File: config.mk
export PLATFORM = sky130hd
export DESIGN_NAME = apb_master
export DESIGN_NICKNAME = d
export VERILOG_FILES = /design/src/rtl/apb_master.sv
export SDC_FILE = /design/constraint.sdc
export NUM_CORES = 1
export LEC_CHECK = 0
export ABC_AREA = 1
export BUFFER_PORTS_ARGS = -buffer_cell sky130_fd_sc_hd__buf_2
export CORE_UTILIZATION = 52
export CTS_BUF_LIST = sky130_fd_sc_hd__clkbuf_4
export CTS_CLUSTER_DIAMETER = 120
export DETAILED_ROUTE_END_ITERATION = 16
export GPL_ROUTABILITY_DRIVEN = 0
export PLACE_DENSITY = 0.85
export SYNTH_ARGS = -nofsm -noshare
export SYNTH_HDL_FRONTEND = slang
export SYNTH_SLANG_ARGS = --single-unit
File: constraint.sdc
create_clock -name pclk -period 1.5 [get_ports pclk]
set_input_delay 0.075 -clock pclk [delete_from_list [all_inputs] [get_ports pclk]]
set_output_delay 0.075 -clock pclk [all_outputs]
set_load 0.02 [all_outputs]
File: src/rtl/apb_master.sv
// APB master: turns a valid/ready command into one APB SETUP/ACCESS transfer and
// reports completion, slave error or wait-state timeout on a one-cycle response pulse.
module apb_master #(
    parameter int ADDRWIDTH = 3,
    parameter int DATAWIDTH = 8,
    parameter int TIMEOUT   = 16
) (
    input  logic                 pclk,
    input  logic                 preset,
    input  logic                 cmd_valid,
    output logic                 cmd_ready,
    input  logic                 cmd_write,
    input  logic [ADDRWIDTH-1:0] cmd_addr,
    input  logic [DATAWIDTH-1:0] cmd_wdata,
    output logic                 rsp_valid,
    output logic [DATAWIDTH-1:0] rsp_rdata,
    output logic                 rsp_err,
    output logic [ADDRWIDTH-1:0] paddr,
    output logic                 pwrite,
    output logic                 psel,
    output logic                 penable,
    output logic [DATAWIDTH-1:0] pwdata,
    input  logic [DATAWIDTH-1:0] prdata,
    input  logic                 pready,
    input  logic                 pslverr
);

    typedef enum logic [1:0] {
        IDLE   = 2'd0,
        SETUP  = 2'd1,
        ACCESS = 2'd2
    } state_t;

    // Last ACCESS cycle before the wait-state abort fires.
    localparam logic [7:0] WAIT_LAST = 8'(TIMEOUT - 1);

    state_t                 state_reg, state_next;
    logic [7:0]             wait_cnt_reg, wait_cnt_next;
    logic [ADDRWIDTH-1:0]   paddr_reg, paddr_next;
    logic                   pwrite_reg, pwrite_next;
    logic [DATAWIDTH-1:0]   pwdata_reg, pwdata_next;
    logic                   psel_reg, psel_next;
    logic                   penable_reg, penable_next;
    logic                   rsp_valid_reg, rsp_valid_next;
    logic [DATAWIDTH-1:0]   rsp_rdata_reg, rsp_rdata_next;
    logic                   rsp_err_reg, rsp_err_next;

    always_ff @(posedge pclk or posedge preset) begin
        if (preset) begin
            state_reg     <= IDLE;
            wait_cnt_reg  <= '0;
            paddr_reg     <= '0;
            pwrite_reg    <= 1'b0;
            pwdata_reg    <= '0;
            psel_reg      <= 1'b0;
            penable_reg   <= 1'b0;
            rsp_valid_reg <= 1'b0;
            rsp_rdata_reg <= '0;
            rsp_err_reg   <= 1'b0;
        end else begin
            state_reg     <= state_next;
            wait_cnt_reg  <= wait_cnt_next;
            paddr_reg     <= paddr_next;
            pwrite_reg    <= pwrite_next;
            pwdata_reg    <= pwdata_next;
            psel_reg      <= psel_next;
            penable_reg   <= penable_next;
            rsp_valid_reg <= rsp_valid_next;
            rsp_rdata_reg <= rsp_rdata_next;
            rsp_err_reg   <= rsp_err_next;
        end
    end

    always_comb begin
        state_next     = state_reg;
        wait_cnt_next  = wait_cnt_reg;
        paddr_next     = paddr_reg;
        pwrite_next    = pwrite_reg;
        pwdata_next    = pwdata_reg;
        psel_next      = psel_reg;
        penable_next   = penable_reg;
        rsp_valid_next = 1'b0;
        rsp_rdata_next = rsp_rdata_reg;
        rsp_err_next   = rsp_err_reg;

        case (state_reg)
            IDLE: begin
                psel_next    = 1'b0;
                penable_next = 1'b0;
                if (cmd_valid) begin
                    state_next    = SETUP;
                    wait_cnt_next = '0;
                    paddr_next    = cmd_addr;
                    pwrite_next   = cmd_write;
                    pwdata_next   = cmd_write ? cmd_wdata : '0;
                    psel_next     = 1'b1;
                end
            end
            SETUP: begin
                state_next   = ACCESS;
                psel_next    = 1'b1;
                penable_next = 1'b1;
            end
            ACCESS: begin
                // A ready slave wins over a timeout landing on the same edge.
                if (pready) begin
                    state_next     = IDLE;
                    psel_next      = 1'b0;
                    penable_next   = 1'b0;
                    rsp_valid_next = 1'b1;
                    rsp_err_next   = pslverr;
                    rsp_rdata_next = pwrite_reg ? '0 : prdata;
                end else if (wait_cnt_reg == WAIT_LAST) begin
                    state_next     = IDLE;
                    psel_next      = 1'b0;
                    penable_next   = 1'b0;
                    rsp_valid_next = 1'b1;
                    rsp_err_next   = 1'b1;
                    rsp_rdata_next = '0;
                end else begin
                    wait_cnt_next = wait_cnt_reg + 8'd1;
                end
            end
            default: begin
                state_next   = IDLE;
                psel_next    = 1'b0;
                penable_next = 1'b0;
            end
        endcase
    end

    assign cmd_ready = (state_reg == IDLE);
    assign paddr     = paddr_reg;
    assign pwrite    = pwrite_reg;
    assign pwdata    = pwdata_reg;
    assign psel      = psel_reg;
    assign penable   = penable_reg;
    assign rsp_valid = rsp_valid_reg;
    assign rsp_rdata = rsp_rdata_reg;
    assign rsp_err   = rsp_err_reg;

    // Protocol sanity: an enabled phase always sits inside a selected transfer.
    assert property (@(posedge pclk) disable iff (preset) penable_reg |-> psel_reg);
    assert property (@(posedge pclk) disable iff (preset) rsp_valid_reg |-> (state_reg == IDLE));

endmodule

==> impl_metrics.toml <==
[detailed_routing]
drt_iter0_markers = 92
routed_wl_um = 3990
drtAntennaViolNets = 0
vias = 1552
drc_errors = 0
via_per_inst = 5.06
drt_pass1_iterations = 4
wire_per_inst_um = 13.0

[floorplan]
io-pin-count = 50
core-area_um2 = 2810
start_util_pct = 55.9
dieHeight_um = 56.9
design.die.area_um2 = 3240
die-width_um = 56.9
rows = 19

[clock_network]
cts_tree = "done"
clk_pin_slew_ns = 0.10
cts_buffer_depth = 2
clk_latency_ns = 0.33
clock-root-buffer = "clkbuf_4"
cts.sinks = 34
cts_buffers = 5
htree_levels = 2

[timing]
worst_pin_slew_ns = 0.419
setup_viol = 0
finClkSkew_ns = 0.0106
drv_slew = 0
fin_setup_tns_ns = 0
fmax_ghz = 0.686
layout_min_cycle_time_ns = 1.46
layout_setup_ws_ns = 0.0413
timing.hold.ws_ns = 0.0397
slew_headroom_pct = 72.1
post-route-period-util_pct = 97.2
finalHoldViolCount = 0

[global_route]
grt.total_usage_pct = 26.2
antenna_found_initial = 0
grt_max_degree = 35
grt_pass1_wl_um = 6360
grt_pass1_vias = 1459
grt_overflow = 0

[yosys]
synthCells = 193
syn-num-nets = 219
ys_seq_area_share_pct = 54.3
ys_ff_latch = 34
yosys_warnings = 0
avgSynthCellArea_um2 = 8.12
syn_area_um2 = 1570
yosys.cell_types.count = 20

[job]
cap_viol_max_count = 0

[run_status]
status = "finished clean"

[finish]
fill_cells = 189
syn_to_final_growth_pct = 40.4
n_antenna_cell = 0
final_nets = 301
final_area_um2 = 2200
drive_gt1_share_pct = 28.3

[critical_path]
path_max_fanout = 8
critPathCapture = "rsp_rdata[3]"
reg2reg_from = "wait_cnt_reg[0]"
worst-r2r-cell-count = 8
rrSetupSlack_ns = 0.04
cp_data_arrival_time_ns = 1.67
crit_type = "register to register"
cp-end-kind = "register"
crit_start = "wait_cnt_reg[0]"
setup.worst_path.start_class = "register"
timing.rr.end = "rsp_rdata[3]"
critPathRequiredTime_ns = 1.71

[power]
ir_drop_mv = 1.04
leakagePower_nw = 1.21
finalPower_w = 0.00357
power_density_nw_per_um2 = 1620

[placed_design]
dpl.hpwl_um = 2380
post_dp_cell_area_um2 = 1860
dp_worst_setup_slack_ns = 0.0284
io_buffers = 49

[worst_hold_path]
hold_path_class = "input port to register"
[power breakdown]
part	total (W)	switching (W)	internal [W]
clock network	0.000479	0.000285	0.000194
registers	0.00144	0.000194	0.00124
logic	0.00166	0.00109	0.000565
total	0.00357	0.00157	0.00200
[cells in the final DEF, fill, tap and decap left out]
cell type      count
o21a_1             1
dfrtp_1           34
clkinvlp_2         1
nand2_4            1
nand4_1            3
nand3_1           19
nor2_4             2
dlygate4sd3_1     21
nand2_2            3
clkinvlp_4         2
buf_2             49
o21ai_1            8
nand3_2            1
nor2_1            19
inv_1             19
a21oi_1            2
o21ai_0            2
buf_12             1
clkinv_1           1
ha_4               1
clkbuf_4           6
nand3_4            2
clkinv_2           1
inv_2              2
o21bai_1           1
buf_4              6
nand2_1           68
[worst max-delay path, stage by stage (launching register included)]
cell and delay [ns]:
dfrtp_1 0.45, ha_4 0.19, nand2_2 0.07, nor2_4 0.13
nand3_4 0.11, nand2_1 0.12, nand2_2 0.12, nand2_1 0.09
o21ai_1 0.07
[per-layer routing]
| metal | vias up | share of wire, % | track usage, % |
|---|---|---|---|
| li1 | 765 | - | - |
| met1 | 722 | 41 | 32.9 |
| met2 | 56 | 52 | 44.5 |
| met3 | 9 | 5.3 | 5.99 |
| met4 | 0 | 1.6 | 9.06 |
| met5 | - | 0 | 0 |
[worst min path at each step]
| stage | start | to | slack, ns | depth (start not counted) |
|---|---|---|---|---|
| floorplan | cmd_addr[0] | paddr[0] | 0.19 | 2 |
| global placement | preset | rsp_rdata[6] | 0.18 | 3 |
| detailed placement | preset | rsp_rdata[6] | 0.18 | 3 |
| CTS | pready | rsp_valid | 0.02 | 3 |
| global route | pready | rsp_valid | 0.06 | 3 |
| finish | pready | rsp_valid | 0.04 | 3 |
[through the flow]
| step | instances | utilization (%) |
|---|---|---|
| 2_1_floorplan | 193 | - |
| 5_1_grt | 307 | 78.5 |
| 3_5_place_dp | 272 | 66.1 |
| 6_report | 307 | 78.5 |
| 4_1_cts | 301 | 75.6 |
| 3_3_place_gp | 272 | 66.1 |
[synth_stat cells]
master	number	area share [%]
inv_2	2	0.48
o21a_1	1	0.48
nand2_1	68	16
dfrtp_1	34	54
nand4_1	3	1.2
nor2_1	19	4.5
nor2_4	1	0.72
o21bai_1	1	0.48
a21oi_1	2	0.64
ha_1	1	0.80
o21ai_0	2	0.64
nand2_4	1	0.72
nand2_2	3	1.2
nor2_2	1	0.40
o21ai_1	8	2.6
clkbuf_1	1	0.24
nand3_4	2	2.2
buf_2	3	0.96
nand3_1	20	6.4
inv_1	20	4.8
[kinds of logic after synthesis]
logic type | Yosys count | share of synthesized area (%)
DFF | 34 | 54.3
and+or+nand+nor | 118 | 33.7
adders and majority gates | 1 | 0.798
AOI/OAI and AO/OA | 14 | 4.79
buffers and inverters | 26 | 6.46
[final cells by class]
cell class	count	area (um^2)	share of cell area, %
well taps	31	38.8	1.76
clock inverters	2	8.76	0.398
flip-flops and latches	34	851	38.7
clock buffers	6	45.0	2.05
inverters	22	86.3	3.92
repair inverters	2	12.5	0.569
repair buffers	77	520	23.6
multi-input cells	133	638	29.0
[timing repair]
item	CTS	global route
setup buffers	0	4
hold endpoints to repair	54	0
pin swaps	0	0
cloned	0	2
gates resized for setup	1	5
setup endpoints to repair	1	16
hold buffers	21	0
No activity file was read; power rests on OpenSTA's default activity.
